==> src/rtl/mult_arbiter.sv <==
// mult_arbiter
// ------------
// Round-robin arbiter that time-shares one external shift-add multiplier
// among N_REQ requesters. A granted requester's operands are latched, the
// multiplier is cleared, then loaded, and the arbiter waits for the sticky
// done flag. The product is returned to the same requester, which must
// accept it before the next grant can happen.
//
// Handshake semantics (both directions): a transfer happens on a rising
// clk edge where valid and ready are both high. req_ready is a one-hot
// strobe, asserted only in the IDLE grant cycle and combinationally derived
// from req_valid there. rsp_valid is registered and, once raised, stays high
// with rsp_q/rsp_err stable until the granted bit of rsp_ready is sampled
// high. rsp_ready bits of non-granted requesters are ignored.
//
// Optional feature: define MULT_ARB_TIMEOUT_EN to add a WAIT-state watchdog.
// After TIMEOUT WAIT cycles without mul_flag the operation ends with
// rsp_q=0, rsp_err=1. Without the macro, WAIT waits indefinitely and
// rsp_err is tied low.
//
// Ports
//   clk, rst            clock; synchronous active-high reset
//   req_valid/req_ready per-requester request handshake (one-hot ready)
//   req_a, req_b        packed signed 16-bit operands, requester i at [16i+:16]
//   rsp_valid/rsp_ready per-requester result handshake (one-hot valid)
//   rsp_q, rsp_err      signed product and watchdog-abort flag
//   mul_a, mul_b        operands to the shared multiplier
//   mul_en, mul_rst     multiplier load enable and clear
//   mul_flag, mul_q     multiplier done flag (sticky) and product
//   o_dbg_state         current FSM state, for observation only
module mult_arbiter #(
    parameter int N_REQ   = 4,
    parameter int TIMEOUT = 40
) (
    input  logic                 clk,
    input  logic                 rst,
    input  logic [N_REQ-1:0]     req_valid,
    input  logic [16*N_REQ-1:0]  req_a,
    input  logic [16*N_REQ-1:0]  req_b,
    output logic [N_REQ-1:0]     req_ready,
    output logic [N_REQ-1:0]     rsp_valid,
    input  logic [N_REQ-1:0]     rsp_ready,
    output logic [31:0]          rsp_q,
    output logic                 rsp_err,
    output logic [15:0]          mul_a,
    output logic [15:0]          mul_b,
    output logic                 mul_en,
    output logic                 mul_rst,
    input  logic                 mul_flag,
    input  logic [31:0]          mul_q,
    output logic [2:0]           o_dbg_state
);
    localparam int GW = (N_REQ > 1) ? $clog2(N_REQ) : 1;

    typedef enum logic [2:0] {
        IDLE = 3'd0,
        CLR  = 3'd1,
        LOAD = 3'd2,
        WAIT = 3'd3,
        RESP = 3'd4
    } state_t;

    state_t            r_state;
    logic [GW-1:0]     r_last_grant;
    logic [GW-1:0]     r_grant;
    logic [15:0]       r_mul_a;
    logic [15:0]       r_mul_b;
    logic              r_mul_en;
    logic [N_REQ-1:0]  r_rsp_valid;
    logic [31:0]       r_rsp_q;

    logic              w_any;
    logic [GW-1:0]     w_pick;
    int                w_idx;
    logic [N_REQ-1:0]  w_grant_oh;

    // Search starts one past the last grant and wraps, so every requester
    // is reached within N_REQ grants.
    always_comb begin : rr_search
        w_any  = 1'b0;
        w_pick = '0;
        w_idx  = 0;
        for (int k = 1; k <= N_REQ; k++) begin
            if (!w_any) begin
                w_idx = int'(r_last_grant) + k;
                if (w_idx >= N_REQ) w_idx = w_idx - N_REQ;
                if (req_valid[w_idx[GW-1:0]]) begin
                    w_any  = 1'b1;
                    w_pick = w_idx[GW-1:0];
                end
            end
        end
    end

    // Accept strobe is gated by rst so nothing is accepted while resetting.
    always_comb begin : accept_strobe
        req_ready = '0;
        if (r_state == IDLE && !rst && w_any) req_ready[w_pick] = 1'b1;
    end

    always_comb begin : grant_decode
        w_grant_oh          = '0;
        w_grant_oh[r_grant] = 1'b1;
    end

`ifdef MULT_ARB_TIMEOUT_EN
    localparam int CW = $clog2(TIMEOUT + 1);
    logic [CW-1:0] r_wait_cnt;
    logic          r_rsp_err;
`endif

    always_ff @(posedge clk) begin : fsm
        if (rst) begin
            r_state      <= IDLE;
            r_last_grant <= GW'(N_REQ - 1);
            r_grant      <= '0;
            r_mul_a      <= '0;
            r_mul_b      <= '0;
            r_mul_en     <= 1'b0;
            r_rsp_valid  <= '0;
            r_rsp_q      <= '0;
`ifdef MULT_ARB_TIMEOUT_EN
            r_wait_cnt   <= '0;
            r_rsp_err    <= 1'b0;
`endif
        end else begin
            r_mul_en <= 1'b0;
            case (r_state)
                IDLE: begin
                    if (w_any) begin
                        r_grant      <= w_pick;
                        r_last_grant <= w_pick;
                        r_mul_a      <= req_a[16*w_pick +: 16];
                        r_mul_b      <= req_b[16*w_pick +: 16];
                        r_state      <= CLR;
                    end
                end
                CLR: begin
                    // mul_en is registered, so raising it here makes it
                    // high exactly during LOAD.
                    r_mul_en <= 1'b1;
                    r_state  <= LOAD;
                end
                LOAD: begin
`ifdef MULT_ARB_TIMEOUT_EN
                    r_wait_cnt <= '0;
`endif
                    r_state <= WAIT;
                end
                WAIT: begin
                    if (mul_flag) begin
                        r_rsp_q     <= mul_q;
                        r_rsp_valid <= w_grant_oh;
                        r_state     <= RESP;
`ifdef MULT_ARB_TIMEOUT_EN
                        r_rsp_err   <= 1'b0;
                    end else if (r_wait_cnt == CW'(TIMEOUT - 1)) begin
                        // Counter value c means c+1 WAIT cycles have elapsed.
                        r_rsp_q     <= '0;
                        r_rsp_err   <= 1'b1;
                        r_rsp_valid <= w_grant_oh;
                        r_state     <= RESP;
                    end else begin
                        r_wait_cnt  <= r_wait_cnt + 1'b1;
`endif
                    end
                end
                RESP: begin
                    if (rsp_ready[r_grant]) begin
                        r_rsp_valid <= '0;
                        r_state     <= IDLE;
                    end
                end
                default: r_state <= IDLE;
            endcase
        end
    end

    assign rsp_valid   = r_rsp_valid;
    assign rsp_q       = r_rsp_q;
    assign mul_a       = r_mul_a;
    assign mul_b       = r_mul_b;
    assign mul_en      = r_mul_en;
    assign mul_rst     = rst | (r_state == CLR);
    assign o_dbg_state = r_state;
`ifdef MULT_ARB_TIMEOUT_EN
    assign rsp_err     = r_rsp_err;
`else
    assign rsp_err     = 1'b0;
`endif

endmodule

==> config.mk <==
export PLATFORM = sky130hd
export DESIGN_NAME = mult_arbiter
export DESIGN_NICKNAME = d
export VERILOG_FILES = /design/src/rtl/mult_arbiter.sv
export SDC_FILE = /design/constraint.sdc
export NUM_CORES = 1
export LEC_CHECK = 0
export ABC_CLOCK_PERIOD_IN_PS = 6490
export CAP_MARGIN = 20
export CORE_MARGIN = 2
export CORE_UTILIZATION = 40
export CTS_BUF_LIST = sky130_fd_sc_hd__clkbuf_8
export DETAILED_ROUTE_END_ITERATION = 7
export PLACE_DENSITY_LB_ADDON = 0.15
export SYNTH_ARGS = -nofsm -noshare
export SYNTH_HDL_FRONTEND = slang
export SYNTH_SLANG_ARGS = --single-unit
==> constraint.sdc <==
create_clock -name clk -period 6.49 [get_ports clk]
set_input_delay 1.947 -clock clk [delete_from_list [all_inputs] [get_ports clk]]
set_output_delay 1.947 -clock clk [all_outputs]
set_load 0.02 [all_outputs]
# Word level (Yosys, flattened, before mapping)
# Index checks and enable logic that the tools add are counted.
[op_classes]
n_reduce_logical = 11
muxes = 44
n_eq_ne = 7
n_lt_le_gt_ge = 12
n_shift = 2
add_sub_neg = 8
bitwise = 1
[ops]
columns = ["op", "n"]
rows = [
  ["$shiftx A64 B7 Y16", 2],
  ["$mux W2", 14],
  ["$lt A2 B3 Y1 const B", 6],
  ["$mux W1", 15],
  ["$pmux W3 S5", 1],
  ["$mux W4", 3],
  ["$bmux W1 S2", 5],
  ["$ge A3 B3 Y1 const B", 3],
  ["$mux W3", 3],
  ["$pmux W4 S2", 1],
  ["$sub A2 B1 Y2 const B", 4],
  ["$add A2 B2 Y3 const B", 2],
  ["$eq A3 B2 Y1 const B", 2],
  ["$ne A2 B2 Y1 const B", 3],
  ["$reduce_and A3 Y1", 2],
  ["$add A2 B3 Y4 const B", 1],
  ["$demux W1 S2", 2],
  ["$ge A2 B1 Y1 const B", 2],
  ["$ge A4 B3 Y1 const B", 1],
  ["$logic_and A1 B1 Y1", 4],
  ["$reduce_and A2 Y1", 2],
  ["$add A2 B1 Y3 const B", 1],
  ["$eq A3 B1 Y1 const B", 1],
  ["$eq A3 B3 Y1 const B", 1],
  ["4 further kinds", 4],
]
[word_totals]
wordCells = 93
regBits = 76
out_inout_bits = 78
input_bits = 171

# Depth between registers and ports, before layout
[logic_depth]
depth_word = 26
depth_mapped = 7
ltp_nobuf = 5

# Worst setup path after synthesis
# OpenSTA, ideal clock, no wires.
[synth_timing]
kind = "input to output"
start = "input port req_valid[1]"
end = "output port req_ready[1]"
arrival_time_ps = 3475
stages = 6
required_ps = 4543
n_path_buf = 2
path_slack_ps = 1068
cell_sequence = "nor2b_2 -> nand2_2 -> and3_1 -> buf_4 -> buf_6 -> nor4_1"
[synth_via]
elab_chain_cells = 14
word_cells_on_any_way = 29
classes_between = "2 x order compare; 25 x mux; 2 x reduce/logical"
[synth_rtl]
columns = ["element", "line_no", "source"]
rows = [
  ["start: declaration", "37", "input logic [N_REQ-1:0] req_valid,"],
  ["$bmux W1 S2", "87", "if (req_valid[w_idx[GW-1:0]]) begin"],
  ["$mux W1 (implied by the code)", "87", ""],
  ["$mux W2 (2 in series)", "87", ""],
  ["$mux W2", "84", "if (!w_any) begin"],
  ["$mux W2", "87", ""],
  ["$mux W2", "84", ""],
  ["$mux W2", "87", ""],
  ["$mux W2", "84", ""],
  ["$lt A2 B3 Y1 (implied by the code) or $ge A2 B1 Y1 (tied branches)", "98", "if (r_state == IDLE && !rst && w_any) req_ready[w_pick] = 1'b1;"],
  ["$logic_and A1 B1 Y1 (implied by the code)", "98", ""],
  ["$mux W1 (implied by the code)", "98", ""],
  ["$demux W1 S2", "98", ""],
  ["$mux W4 (*)", "98", ""],
  ["end: declaration", "40", "output logic [N_REQ-1:0] req_ready,"],
]
# Every way passes the cells marked *; elsewhere a longest branch is shown, timed or not. The select of a mux whose other input is x is not followed.

# Worst setup path after layout
# Ends and elaborated chain as after synthesis.

==> results.yml <==
status:
  status: "finished clean"
drt:
  drt-pass1-iter-count: 4
  dr_total_vias: 4349
  ant_nets: 0
  drc_errors: 0
  wl_microns: 14000
  via_per_inst: 5.43
  drt_iter0_drc: 145
  wl_per_cell_microns: 17.5
critical_path:
  path_class: "in -> out"
  crit_path_end_kind: "primary output"
  crit_required_ps: 4540
  rr_endpoint: "mul_b[15]$_SDFFE_PP0P_"
  arrival_ps: 4140
  critPathLaunchType: "input pin"
  rrSetupSlack_ps: 3990
  r2r_cells: 5
  critPathMaxFanout: 7
  rr_startpoint: "o_dbg_state[2]$_SDFFE_PP0P_"
cells_and_area:
  fillers: 756
  diodes: 0
  drive_gt1_share_pct: 6.55
  syn_to_final_growth_pct: 70.4
  fin_nets: 839
global_route:
  overflow: 0
  antenna_found_initial: 0
  grt_use_total_pct: 26.5
  grt_max_degree: 75
  grt_pass1_wl_microns: 21700
  grt_pass1_vias: 4411
die:
  design.die.area_sq_um: 10400
  core_sq_um: 9280
  initial_utilization_pct: 41.4
  die_h_microns: 102
  io_pins: 249
  rows: 35
  die_w_microns: 102
power_and_ir_drop:
  p_per_area_nw_per_um2: 214
  peakVddDrop_mv: 0.132
  p_leak_nw: 2.50
cts:
  cts_buffer_depth: 2
  clkTransAtPathRegs_ps: 70
  post_cts_resized: 0
  numCtsBuffers: 9
  postCtsHoldBufs: 0
  postCtsSetupBuffers: 0
  cts_tree: "yes"
  cts.htree.levels: 3
  root_buffer: "clkbuf_8"
  cts_sinks: 76
  clock_latency_ps: 350
synth:
  ys_types: 44
  yosysSeqAreaShare_pct: 39.6
  syn_area_sq_um: 3850
  syn_avg_cell_area_sq_um: 8.70
  ys_seq_elements: 76
  yosys_warnings: 0
  syn_inst: 442
  synth_nets: 613
sta:
  fmax_mhz: 164
  fin_skew_ps: 17.0
  tns_ps: 0
  drv_slew: 0
  slew_headroom_pct: 51.7
  worst_pin_slew_ps: 724
  hold_viol_final: 0
  fin_crit_ps: 6080
  rsz0062_at_grt: "false"
  hold_slack_ps: 454
  setup_viol: 0
  finalCritPeriodShare_pct: 93.7
flow_run:
  maxCapViolCount: 0
min_path:
  hold_class: "reg -> reg"
  holdPathStages: 2
  hold_end: "rsp_q[4]$_SDFFE_PP0P_"
  hp-start: "rsp_q[4]$_SDFFE_PP0P_"
place:
  place_congestion: 0.775
  io_buffers: 247
  place_hpwl_microns: 10400
[worst max path at each step]
| stage | to | cells after the start | slack, ps | startpoint |
|---|---|---|---|---|
| global placement | req_ready[1] | 6 | 460 | req_valid[1] |
| global route | req_ready[1] | 6 | 290 | req_valid[1] |
| CTS | req_ready[3] | 6 | 410 | req_valid[1] |
| finish | req_ready[1] | 6 | 410 | req_valid[1] |
| detailed placement | req_ready[1] | 6 | 410 | req_valid[1] |
| floorplan | req_ready[1] | 6 | 1070 | req_valid[1] |
[per-layer routing]
| metal | global-route usage (%) | wire [microns] |
|---|---|---|
| met1 | 29.9 | 5490 |
| met3 | 6.98 | 1070 |
| met5 | 0 | 0 |
| met4 | 11.3 | 439 |
| met2 | 47.1 | 7030 |
[critical path, cell delays in order]
cell	delay, ps
clkdlybuf4s50_1	570
nor2b_2	260
nand2_2	130
and3_2	270
nor4_1	270
clkdlybuf4s50_1	690
[power breakdown]
| group | internal, mW | total, mW | switching (mW) |
|---|---|---|---|
| Sequential | 0.513 | 0.544 | 0.0310 |
| Combinational | 0.256 | 0.500 | 0.244 |
| Clock | 0.176 | 0.359 | 0.184 |
| Total | 0.944 | 1.40 | 0.459 |
[cell usage after synthesis (all sizes together)]
library cell	instances	area, sq um
dfxtp	76	1520
or2b	1	11.3
a22oi	1	7.51
mux4	1	22.5
a31oi	2	12.5
a211oi	32	255
a221oi	31	272
a21o	1	7.51
and2	1	6.26
mux2i	32	320
nor4	6	58.8
conb	1	3.75
or2	1	6.26
a21boi	1	7.51
nor3	2	10.0
nand2b	4	27.5
inv	2	7.51
nor2	16	62.6
clkbuf	35	131
nand2	70	265
buf	8	63.8
a21oi	38	190
and3	32	200
and4	1	8.76
nor2b	2	15.0
a2111oi	1	8.76
nand3b	1	7.51
o21ai	1	5.00
o21bai	35	274
o21a	1	7.51
nand3	3	25.0
a32oi	1	8.76
nor3b	2	15.0
[flip-flops by register name (all words and copies together), names as in the netlist]
register	flops
mul_a	16
mul_en	1
rsp_valid	4
rsp_q	32
o_dbg_state	3
r_last_grant	2
r_grant	2
mul_b	16
[final cells by class]
type | instances | area, sq um | area share, %
Sequential cell | 76 | 1520 | 23.2
Inverter | 2 | 7.51 | 0.115
Tap cell | 129 | 161 | 2.46
Clock inverter | 6 | 63.8 | 0.974
Timing Repair Buffer | 258 | 2550 | 38.9
Multi-Input combinational cell | 321 | 2130 | 32.4
Clock buffer | 9 | 124 | 1.89
[stage by stage]
step	power, mW	utilization [%]	setup slack (ps)	area (sq um)	instances
2_1_floorplan	0.807	-	1070	3850	442
3_3_place_gp	1.04	68.6	462	6370	786
3_5_place_dp	1.05	68.6	411	6370	786
4_1_cts	1.41	70.6	407	6550	801
5_1_grt	1.47	70.6	292	6550	801
6_report	1.40	70.6	406	6550	801
[kinds of logic (layout without fill, tap and decap cells)]
kind of cell,Yosys count,after routing,share of synthesized area [%]
AOI/OAI and AO/OA,145,145,27.5
and+or+nand+nor,142,142,18.7
DFF,76,76,39.6
buffers and inverters,45,275,5.27
muxes,33,33,8.91
other,1,1,0.0975
[placed cells by master (no fill, tap or decap), types with 2 or more instances in the layout]
cell type and instances:
clkdlybuf4s50_1 246, dfxtp_1 76, nand2_1 69, a21oi_1 38
o21bai_1 34, mux2i_1 32, and3_1 31, a221oi_1 31
a211oi_1 29, nor2_1 14, buf_4 11, clkbuf_8 9
nor4_1 4, nand2b_1 3, a211oi_2 3, nand3_2 2
inv_1 2, a31oi_1 2, nor3_1 2, nor2_2 2
nor3b_1 2, clkinvlp_4 2, clkinv_2 2
(Power assumes the default switching activity.)
